[config.mk]
export PLATFORM = sky130hd
export DESIGN_NAME = ex_mem_branch_resolve_flat
export DESIGN_NICKNAME = d
export VERILOG_FILES = /design/src/rtl/ex_mem_branch_resolve_if.sv /design/src/rtl/ex_mem_branch_resolve.sv /design/src/flat_wrapper.sv
export SDC_FILE = /design/constraint.sdc
export NUM_CORES = 1
export LEC_CHECK = 0
export BUFFER_PORTS_ARGS = -buffer_cell sky130_fd_sc_hd__clkbuf_2
export CAP_MARGIN = 20
export CORE_MARGIN = 2
export CORE_UTILIZATION = 40
export CTS_CLUSTER_SIZE = 28
export DETAILED_ROUTE_END_ITERATION = 8
export PLACE_DENSITY = 0.62
export REMOVE_ABC_BUFFERS = 1
export SETUP_SLACK_MARGIN = 0.02
export SLEW_MARGIN = 20
export SYNTH_ARGS = -nofsm -noshare
export SYNTH_HDL_FRONTEND = slang
export SYNTH_SLANG_ARGS = --single-unit
[constraint.sdc]
create_clock -name clk -period 2.2 [get_ports clk]
set_input_delay 0 -clock clk [delete_from_list [all_inputs] [get_ports clk]]
set_output_delay 0 -clock clk [all_outputs]
set_load 0.01 [all_outputs]
[src/rtl/ex_mem_branch_resolve_if.sv]
// EX-stage branch bundle between ID/EX, EX/MEM and fetch.
// Stats outputs exist only when BRANCH_STATS_EN is defined.
interface ex_mem_branch_resolve_if #(
  parameter int ADDR_W = 32
);
  logic              stall;
  logic              ID_EX_valid;
  logic              ID_EX_branch;
  logic              ID_EX_bne;
  logic [ADDR_W-1:0] ID_EX_npc;
  logic [31:0]       ID_EX_imm;
  logic              alu_zero;
  logic              EX_MEM_PCSrc;
  logic [ADDR_W-1:0] EX_MEM_NPC;
  logic              flush;
  logic              squashing;
`ifdef BRANCH_STATS_EN
  logic [15:0]       stat_branches;
  logic [15:0]       stat_taken;
`endif

  modport master (
    output stall, ID_EX_valid, ID_EX_branch, ID_EX_bne,
    output ID_EX_npc, ID_EX_imm, alu_zero,
`ifdef BRANCH_STATS_EN
    input  stat_branches, stat_taken,
`endif
    input  EX_MEM_PCSrc, EX_MEM_NPC, flush, squashing
  );

  modport slave (
    input  stall, ID_EX_valid, ID_EX_branch, ID_EX_bne,
    input  ID_EX_npc, ID_EX_imm, alu_zero,
`ifdef BRANCH_STATS_EN
    output stat_branches, stat_taken,
`endif
    output EX_MEM_PCSrc, EX_MEM_NPC, flush, squashing
  );
endinterface

[src/rtl/ex_mem_branch_resolve.sv]
// EX branch resolve, EX/MEM redirect register and wrong-path squash FSM.
// Optional BRANCH_STATS_EN adds branch/taken counters.
module ex_mem_branch_resolve #(
  parameter int SQUASH_DEPTH = 2,
  parameter int ADDR_W       = 32
) (
  input logic                   clk,
  input logic                   rst_n,
  ex_mem_branch_resolve_if.slave bus
);

  if (SQUASH_DEPTH < 1 || SQUASH_DEPTH > 7) begin : g_bad_depth
    $error("SQUASH_DEPTH must be 1..7");
  end

  typedef enum logic {
    IDLE,
    SQUASH
  } state_t;

  state_t            r_state, w_state_n;
  logic [2:0]        r_cnt, w_cnt_n;
  logic              r_pcsrc, w_pcsrc_n;
  logic [ADDR_W-1:0] r_npc, w_npc_n;
  logic              r_flush, w_flush_n;

  logic              w_cond;
  logic              w_take;
  logic              w_resolve;
  logic [ADDR_W-1:0] w_imm_ext;
  logic [ADDR_W-1:0] w_target;

  // word offset, sign carried into the address width
  assign w_imm_ext = ADDR_W'($signed(bus.ID_EX_imm));
  assign w_target  = bus.ID_EX_npc + (w_imm_ext << 2);

  assign w_cond    = bus.ID_EX_bne ? !bus.alu_zero : bus.alu_zero;
  assign w_resolve = bus.ID_EX_valid & bus.ID_EX_branch
                   & (r_state == IDLE);
  assign w_take    = w_resolve & w_cond;

  always_comb begin
    w_state_n = r_state;
    w_cnt_n   = r_cnt;
    w_pcsrc_n = r_pcsrc;
    w_npc_n   = r_npc;
    w_flush_n = r_flush;
    if (!bus.stall) begin
      w_pcsrc_n = w_take;
      w_npc_n   = w_take ? w_target : bus.ID_EX_npc;
      unique case (r_state)
        IDLE: begin
          if (w_take) begin
            w_state_n = SQUASH;
            w_cnt_n   = 3'(SQUASH_DEPTH);
            w_flush_n = 1'b1;
          end
        end
        SQUASH: begin
          // bubbles never occupy a squash slot
          if (bus.ID_EX_valid) begin
            w_cnt_n = r_cnt - 3'd1;
            if (r_cnt == 3'd1) begin
              w_state_n = IDLE;
              w_flush_n = 1'b0;
            end
          end
        end
        default: begin
          w_state_n = IDLE;
          w_flush_n = 1'b0;
        end
      endcase
    end
  end

  always_ff @(posedge clk or negedge rst_n) begin
    if (!rst_n) begin
      r_state <= IDLE;
      r_cnt   <= 3'd0;
      r_pcsrc <= 1'b0;
      r_npc   <= '0;
      r_flush <= 1'b0;
    end else begin
      r_state <= w_state_n;
      r_cnt   <= w_cnt_n;
      r_pcsrc <= w_pcsrc_n;
      r_npc   <= w_npc_n;
      r_flush <= w_flush_n;
    end
  end

  assign bus.EX_MEM_PCSrc = r_pcsrc;
  assign bus.EX_MEM_NPC   = r_npc;
  assign bus.flush        = r_flush;
  assign bus.squashing    = (r_state == SQUASH);

`ifdef BRANCH_STATS_EN
  logic [15:0] r_stat_br;
  logic [15:0] r_stat_tk;

  always_ff @(posedge clk or negedge rst_n) begin
    if (!rst_n) begin
      r_stat_br <= 16'd0;
      r_stat_tk <= 16'd0;
    end else if (!bus.stall) begin
      if (w_resolve) r_stat_br <= r_stat_br + 16'd1;
      if (w_take)    r_stat_tk <= r_stat_tk + 16'd1;
    end
  end

  assign bus.stat_branches = r_stat_br;
  assign bus.stat_taken    = r_stat_tk;
`endif

endmodule

[src/flat_wrapper.sv]
// flat-port wrapper written by rule: the top's interface ports become plain ports
module ex_mem_branch_resolve_flat 
#(
  parameter int SQUASH_DEPTH = 2,
  parameter int ADDR_W       = 32
)
  (clk, rst_n, bus_stall, bus_ID_EX_valid, bus_ID_EX_branch, bus_ID_EX_bne, bus_ID_EX_npc, bus_ID_EX_imm, bus_alu_zero, bus_EX_MEM_PCSrc, bus_EX_MEM_NPC, bus_flush, bus_squashing);
  ex_mem_branch_resolve_if #(.ADDR_W(ADDR_W)) bus_i ();
  input logic clk;
  input logic rst_n;
  input wire logic [$bits(bus_i.stall)-1:0] bus_stall;
  input wire logic [$bits(bus_i.ID_EX_valid)-1:0] bus_ID_EX_valid;
  input wire logic [$bits(bus_i.ID_EX_branch)-1:0] bus_ID_EX_branch;
  input wire logic [$bits(bus_i.ID_EX_bne)-1:0] bus_ID_EX_bne;
  input wire logic [$bits(bus_i.ID_EX_npc)-1:0] bus_ID_EX_npc;
  input wire logic [$bits(bus_i.ID_EX_imm)-1:0] bus_ID_EX_imm;
  input wire logic [$bits(bus_i.alu_zero)-1:0] bus_alu_zero;
  output wire logic [$bits(bus_i.EX_MEM_PCSrc)-1:0] bus_EX_MEM_PCSrc;
  output wire logic [$bits(bus_i.EX_MEM_NPC)-1:0] bus_EX_MEM_NPC;
  output wire logic [$bits(bus_i.flush)-1:0] bus_flush;
  output wire logic [$bits(bus_i.squashing)-1:0] bus_squashing;
  assign bus_i.stall = bus_stall;
  assign bus_i.ID_EX_valid = bus_ID_EX_valid;
  assign bus_i.ID_EX_branch = bus_ID_EX_branch;
  assign bus_i.ID_EX_bne = bus_ID_EX_bne;
  assign bus_i.ID_EX_npc = bus_ID_EX_npc;
  assign bus_i.ID_EX_imm = bus_ID_EX_imm;
  assign bus_i.alu_zero = bus_alu_zero;
  assign bus_EX_MEM_PCSrc = bus_i.EX_MEM_PCSrc;
  assign bus_EX_MEM_NPC = bus_i.EX_MEM_NPC;
  assign bus_flush = bus_i.flush;
  assign bus_squashing = bus_i.squashing;
  ex_mem_branch_resolve #(.SQUASH_DEPTH(SQUASH_DEPTH), .ADDR_W(ADDR_W)) u_core (.clk(clk), .rst_n(rst_n), .bus(bus_i));
endmodule
# Yosys cells after proc, flatten, opt, wreduce, memory -nomap -nowiden
# Index checks and enable logic that the tools add are counted.
# classes
n_addsub	2
mul	0
div	0
n_lt_le_gt_ge	0
n_eq_ne	4
shifts	0
n_mux	13
n_bitwise	5
n_reduce_logical	3
# op_table
op	count
$add 32x32->32	1
$mux 32	1
$mux 1	7
$mux 3	2
$pmux 3 s2	1
$ne 2x2->1 const B	2
$pmux 1 s2	2
$reduce_and 4->1	1
$and 1x1->1	3
$eq 3x1->1 const B	1
$reduce_and 3->1	1
$sub 3x1->3 const B	1
$ne 2x1->1 const B	1
$not 1->1	2
$logic_not 1->1	1
# totals
regBits	38
latchBits	0
ramBits	0
rom_bits	0
in_bits	71
out_inout_bits	35
wordCells	32
memories	0

# Depth between registers and ports, before layout
# logic_depth
word_depth	5
depth_mapped	11
depth_no_buf	11

# Worst setup path before layout
# OpenSTA, ideal clock, no wires.
# synth_path
path_type	in2reg
start	input bus_ID_EX_imm[0]
end	register u_core.r_npc[30], in the netlist u_core.bus.EX_MEM_NPC[30]
setup_ns	0.083
t_arrival_ns	2.353
required_ns	2.117
setup_slack_ns	-0.236
path_stages	11
path_buffers	0
cell_sequence	ha_1 fa_1 a211o_1 a21oi_1 a211oi_1 o31ai_1 o21ai_1 a221oi_2 xnor2_1 mux2i_1 o21ai_0
# synth_via
elab_chain_len	2
# synth_lines
element	line_no	text
start, declared	flat_wrapper.sv:16	input wire logic [$bits(bus_i.ID_EX_imm)-1:0] bus_ID_EX_imm;
$add 32x32->32	ex_mem_branch_resolve.sv:35	assign w_target = bus.ID_EX_npc + (w_imm_ext << 2);
$mux 32	ex_mem_branch_resolve.sv:50	w_npc_n = w_take ? w_target : bus.ID_EX_npc;
end signal, assigned	ex_mem_branch_resolve.sv:88	r_npc <= w_npc_n;
end, declared	ex_mem_branch_resolve.sv:24	logic [ADDR_W-1:0] r_npc, w_npc_n;
# No other way between the ends.
# A chain may end at the register's enable or synchronous reset.

# Final worst setup path
# layout_path
start	input bus_ID_EX_npc[2]
end	register u_core.r_npc[30], in the netlist u_core.bus.EX_MEM_NPC[30]
# layout_via
elab_chain_len	2
# layout_lines
element	line_no	text
start, declared	flat_wrapper.sv:15	input wire logic [$bits(bus_i.ID_EX_npc)-1:0] bus_ID_EX_npc;
$add 32x32->32	ex_mem_branch_resolve.sv:35	
$mux 32	ex_mem_branch_resolve.sv:50	
# No other way between the ends.

==> flow_summary.toml <==
[grt]
grt_first_pass_wirelength_um = 15590
grt_pass1_vias = 3461
gr-total-overflow = 0
track_usage_pct = 21.38
grt_start_max_net_pins = 46
antenna_found_initial = 0

[sta]
worst_pin_slew_ps = 520.4
final.min_clock_period_ps = 2192
max-slew-margin-rel_pct = 65.31
rsz0062_at_grt = "yes"
setup-tns-final_ps = 0
skew_ps = 3.819
hold_violations = 0
finalMaxSlewViolations = 0
timing.fmax_mhz = 456.1
layout_worst_path_cycle_share_pct = 99.66
whs_ps = 3.957
setup_viol = 0

[placement]
hpwl_um = 7444
gp_congestion = 0.8590
io_buffers = 103
placed_cells = 657

[synthesis]
ys_dominant_reg_cell = "dfrtp_1"
synthCells = 411
synth_area_sq_um = 3348
yosys_warnings = 0
async_flop_share_pct = 100.0
synth_seq_cells = 38
ys_types = 55
syn-mean-instance-area_sq_um = 8.146
synth-seq-area-share_pct = 28.40
synth_edf_count = 0

[pwr]
ir_drop_mv = 0.3922
power.density_nw_per_um2 = 603.5
p_leak_nw = 2.354

[cells_and_area]
multi_input_area_sq_um = 2394
drive_above_1_share_pct = 36.84
finalNonFillerCells = 675
area_growth_pct = 41.89
post-route-util_pct = 58.11
final_nets = 672
register_area_sq_um = 950.9
n_antenna_cell = 0
fillers = 778

[cts]
cts_root_buf = "clkbuf_8"
worstSkewPairLatency_ps = 290
clk_pin_slew_ps = 90
htree_num_levels = 2
cts-buffers-inserted = 5
clockBufferDepth = 2
cts_tree = "yes"
cts_sinks = 38

[outcome]
status = "finished, final reports clean"

[drt]
wl_per_cell_um = 14.10
first_pass_iters = 6
wl_um = 9519
drt-initial-drc-count = 103
ant_nets = 0
drc = 0
vias_per_cell = 5.279
vias = 3563

[floorplan]
die_area_sq_um = 9118
core_area_sq_um = 8175
start_util_pct = 40.96
ios = 106
rows = 33
fp.dieW_um = 95.49
die_h_um = 95.49

[run]
cap_viol_max_count = 0

[worst_hold_path]
hp-class = "in2reg"

[critical_path]
startpoint_type = "primary input"
worst-endpoint-required_ps = 2420
crit_path_end_kind = "flip-flop"
crit_type = "in2reg"
path_cells = "buf_6, ha_4, fa_2, a211o_1, a21oi_4, a211oi_4, o31ai_4, o21ai_2, a221oi_2, xnor2_1, mux2i_1, o21ai_1"
critPathMaxFanout = 3
arrival_ps = 2420
cpPeakStageDelay_ps = 360
cpMaxStageDelayCell = "fa_2"
critical path, delay by kind of cell:
kind            cells  cell delay, ps
mux                 1             110
xor+xnor            1             160
compound gates      7            1520
buf+inv             1             100
fa+ha+maj           2             510
stage by stage:
stage / power (mW) / worst slack [ps] / instance area, sq um
finish: 2.867 / 7.538 / 4751
global route: 3.069 / -86.03 / 4751
CTS: 2.854 / -11.98 / 4602
detailed placement: 2.074 / -709.0 / 4373
global placement: 2.042 / -589.0 / 4373
floorplan: 1.557 / -247.8 / 3238
state kept, by name, indices dropped and copies added (netlist names):
signal	count
u_core.bus.flush	1
u_core.bus.squashing	1
u_core.bus.EX_MEM_PCSrc	1
u_core.r_cnt	3
u_core.bus.EX_MEM_NPC	32
report_power, final:
group | total [mW] | switching, mW | leakage [nW] | internal (mW)
clock | 0.737 | 0.282 | 0.0683 | 0.455
combinational | 1.25 | 0.643 | 1.83 | 0.603
sequential | 0.884 | 0.0663 | 0.459 | 0.818
total | 2.87 | 0.991 | 2.35 | 1.88
synthesized netlist by cell type, drive strengths merged (7+ instances only):
cell type   n  area [sq um]
o21ai      43         215.2
a21oi      49         245.2
mux2i       7         70.07
nand2      42         157.7
xor2       12         105.1
nor2       31         116.4
nand4      10         62.56
dfrtp      38         950.9
a21o       22         165.2
inv         9         33.78
ha         31         387.9
xnor2      15         131.4
clkbuf     21         78.83
area by class of cell:
type	count	share of cell area [%]
Sequential cell	38	20.02
Tap cell	105	2.765
Timing Repair Buffer	178	23.23
Multi-Input combinational cell	337	50.38
Clock buffer	5	1.449
Clock inverter	3	1.449
Inverter	9	0.7111
timing repair:
item                       in CTS  in global routing
setup buffers                   2                  4
hold buffers                    5                  0
pin swaps                       8                 20
hold endpoints to repair       42                  0
gates resized for setup         8                 28
setup endpoints to repair       6                 13
cloned                          0                  0
final timing paths:
path	start	end	slack, ps	depth (start not counted)
max	bus_ID_EX_npc[2]	u_core.bus.EX_MEM_NPC[30]$_DFFE_PN0N_	8	12
min	bus_ID_EX_npc[4]	u_core.bus.EX_MEM_NPC[4]$_DFFE_PN0N_	4	3
max reg2reg	u_core.bus.squashing$_DFFE_PN0N_	u_core.bus.EX_MEM_NPC[31]$_DFFE_PN0N_	340	6
min reg2reg	u_core.bus.EX_MEM_NPC[14]$_DFFE_PN0N_	u_core.bus.EX_MEM_NPC[14]$_DFFE_PN0N_	490	2
max in group asynchronous	rst_n	u_core.bus.EX_MEM_NPC[7]$_DFFE_PN0N_	1520	3
min in group asynchronous	rst_n	u_core.bus.EX_MEM_NPC[9]$_DFFE_PN0N_	300	3
per-layer routing:
layer  vias to the layer above  part of all wire, %  track usage, %
met3                         7                  3.9           3.004
met5                         -                    0               0
li1                       1810                    -               -
met2                        70                   50           37.73
met1                      1676                   45           27.69
met4                         0                 0.91           4.762
layout by cell type (no fill, tap or decap), types with 6 or more instances in the layout:
master | Yosys | final
nand4_1 | 10 | 10
o21ai_0 | 41 | 33
ha_1 | 31 | 30
mux2_2 | 6 | 6
buf_4 | 0 | 70
nand2_1 | 42 | 42
nand3_1 | 6 | 6
o21ai_1 | 2 | 8
clkbuf_2 | 0 | 101
a21oi_1 | 49 | 46
mux2i_1 | 7 | 7
xnor2_1 | 15 | 15
dfrtp_1 | 38 | 38
inv_1 | 9 | 9
a21o_1 | 22 | 22
nor2_1 | 31 | 31
xor2_1 | 12 | 12
kinds of logic (layout without fill, tap and decap cells):
logic type	after synthesis	after routing	synth area share, %
multiplexers	13	13	4.111
XOR/XNOR	27	27	7.063
AO/OA/AOI/OAI	149	149	27.54
flip-flops	38	38	28.40
adder cells (fa/ha/maj)	32	32	12.18
AND/OR/NAND/NOR	116	116	16.41
buffers and inverters	36	195	4.297
No activity file was read; power rests on OpenSTA's default activity.
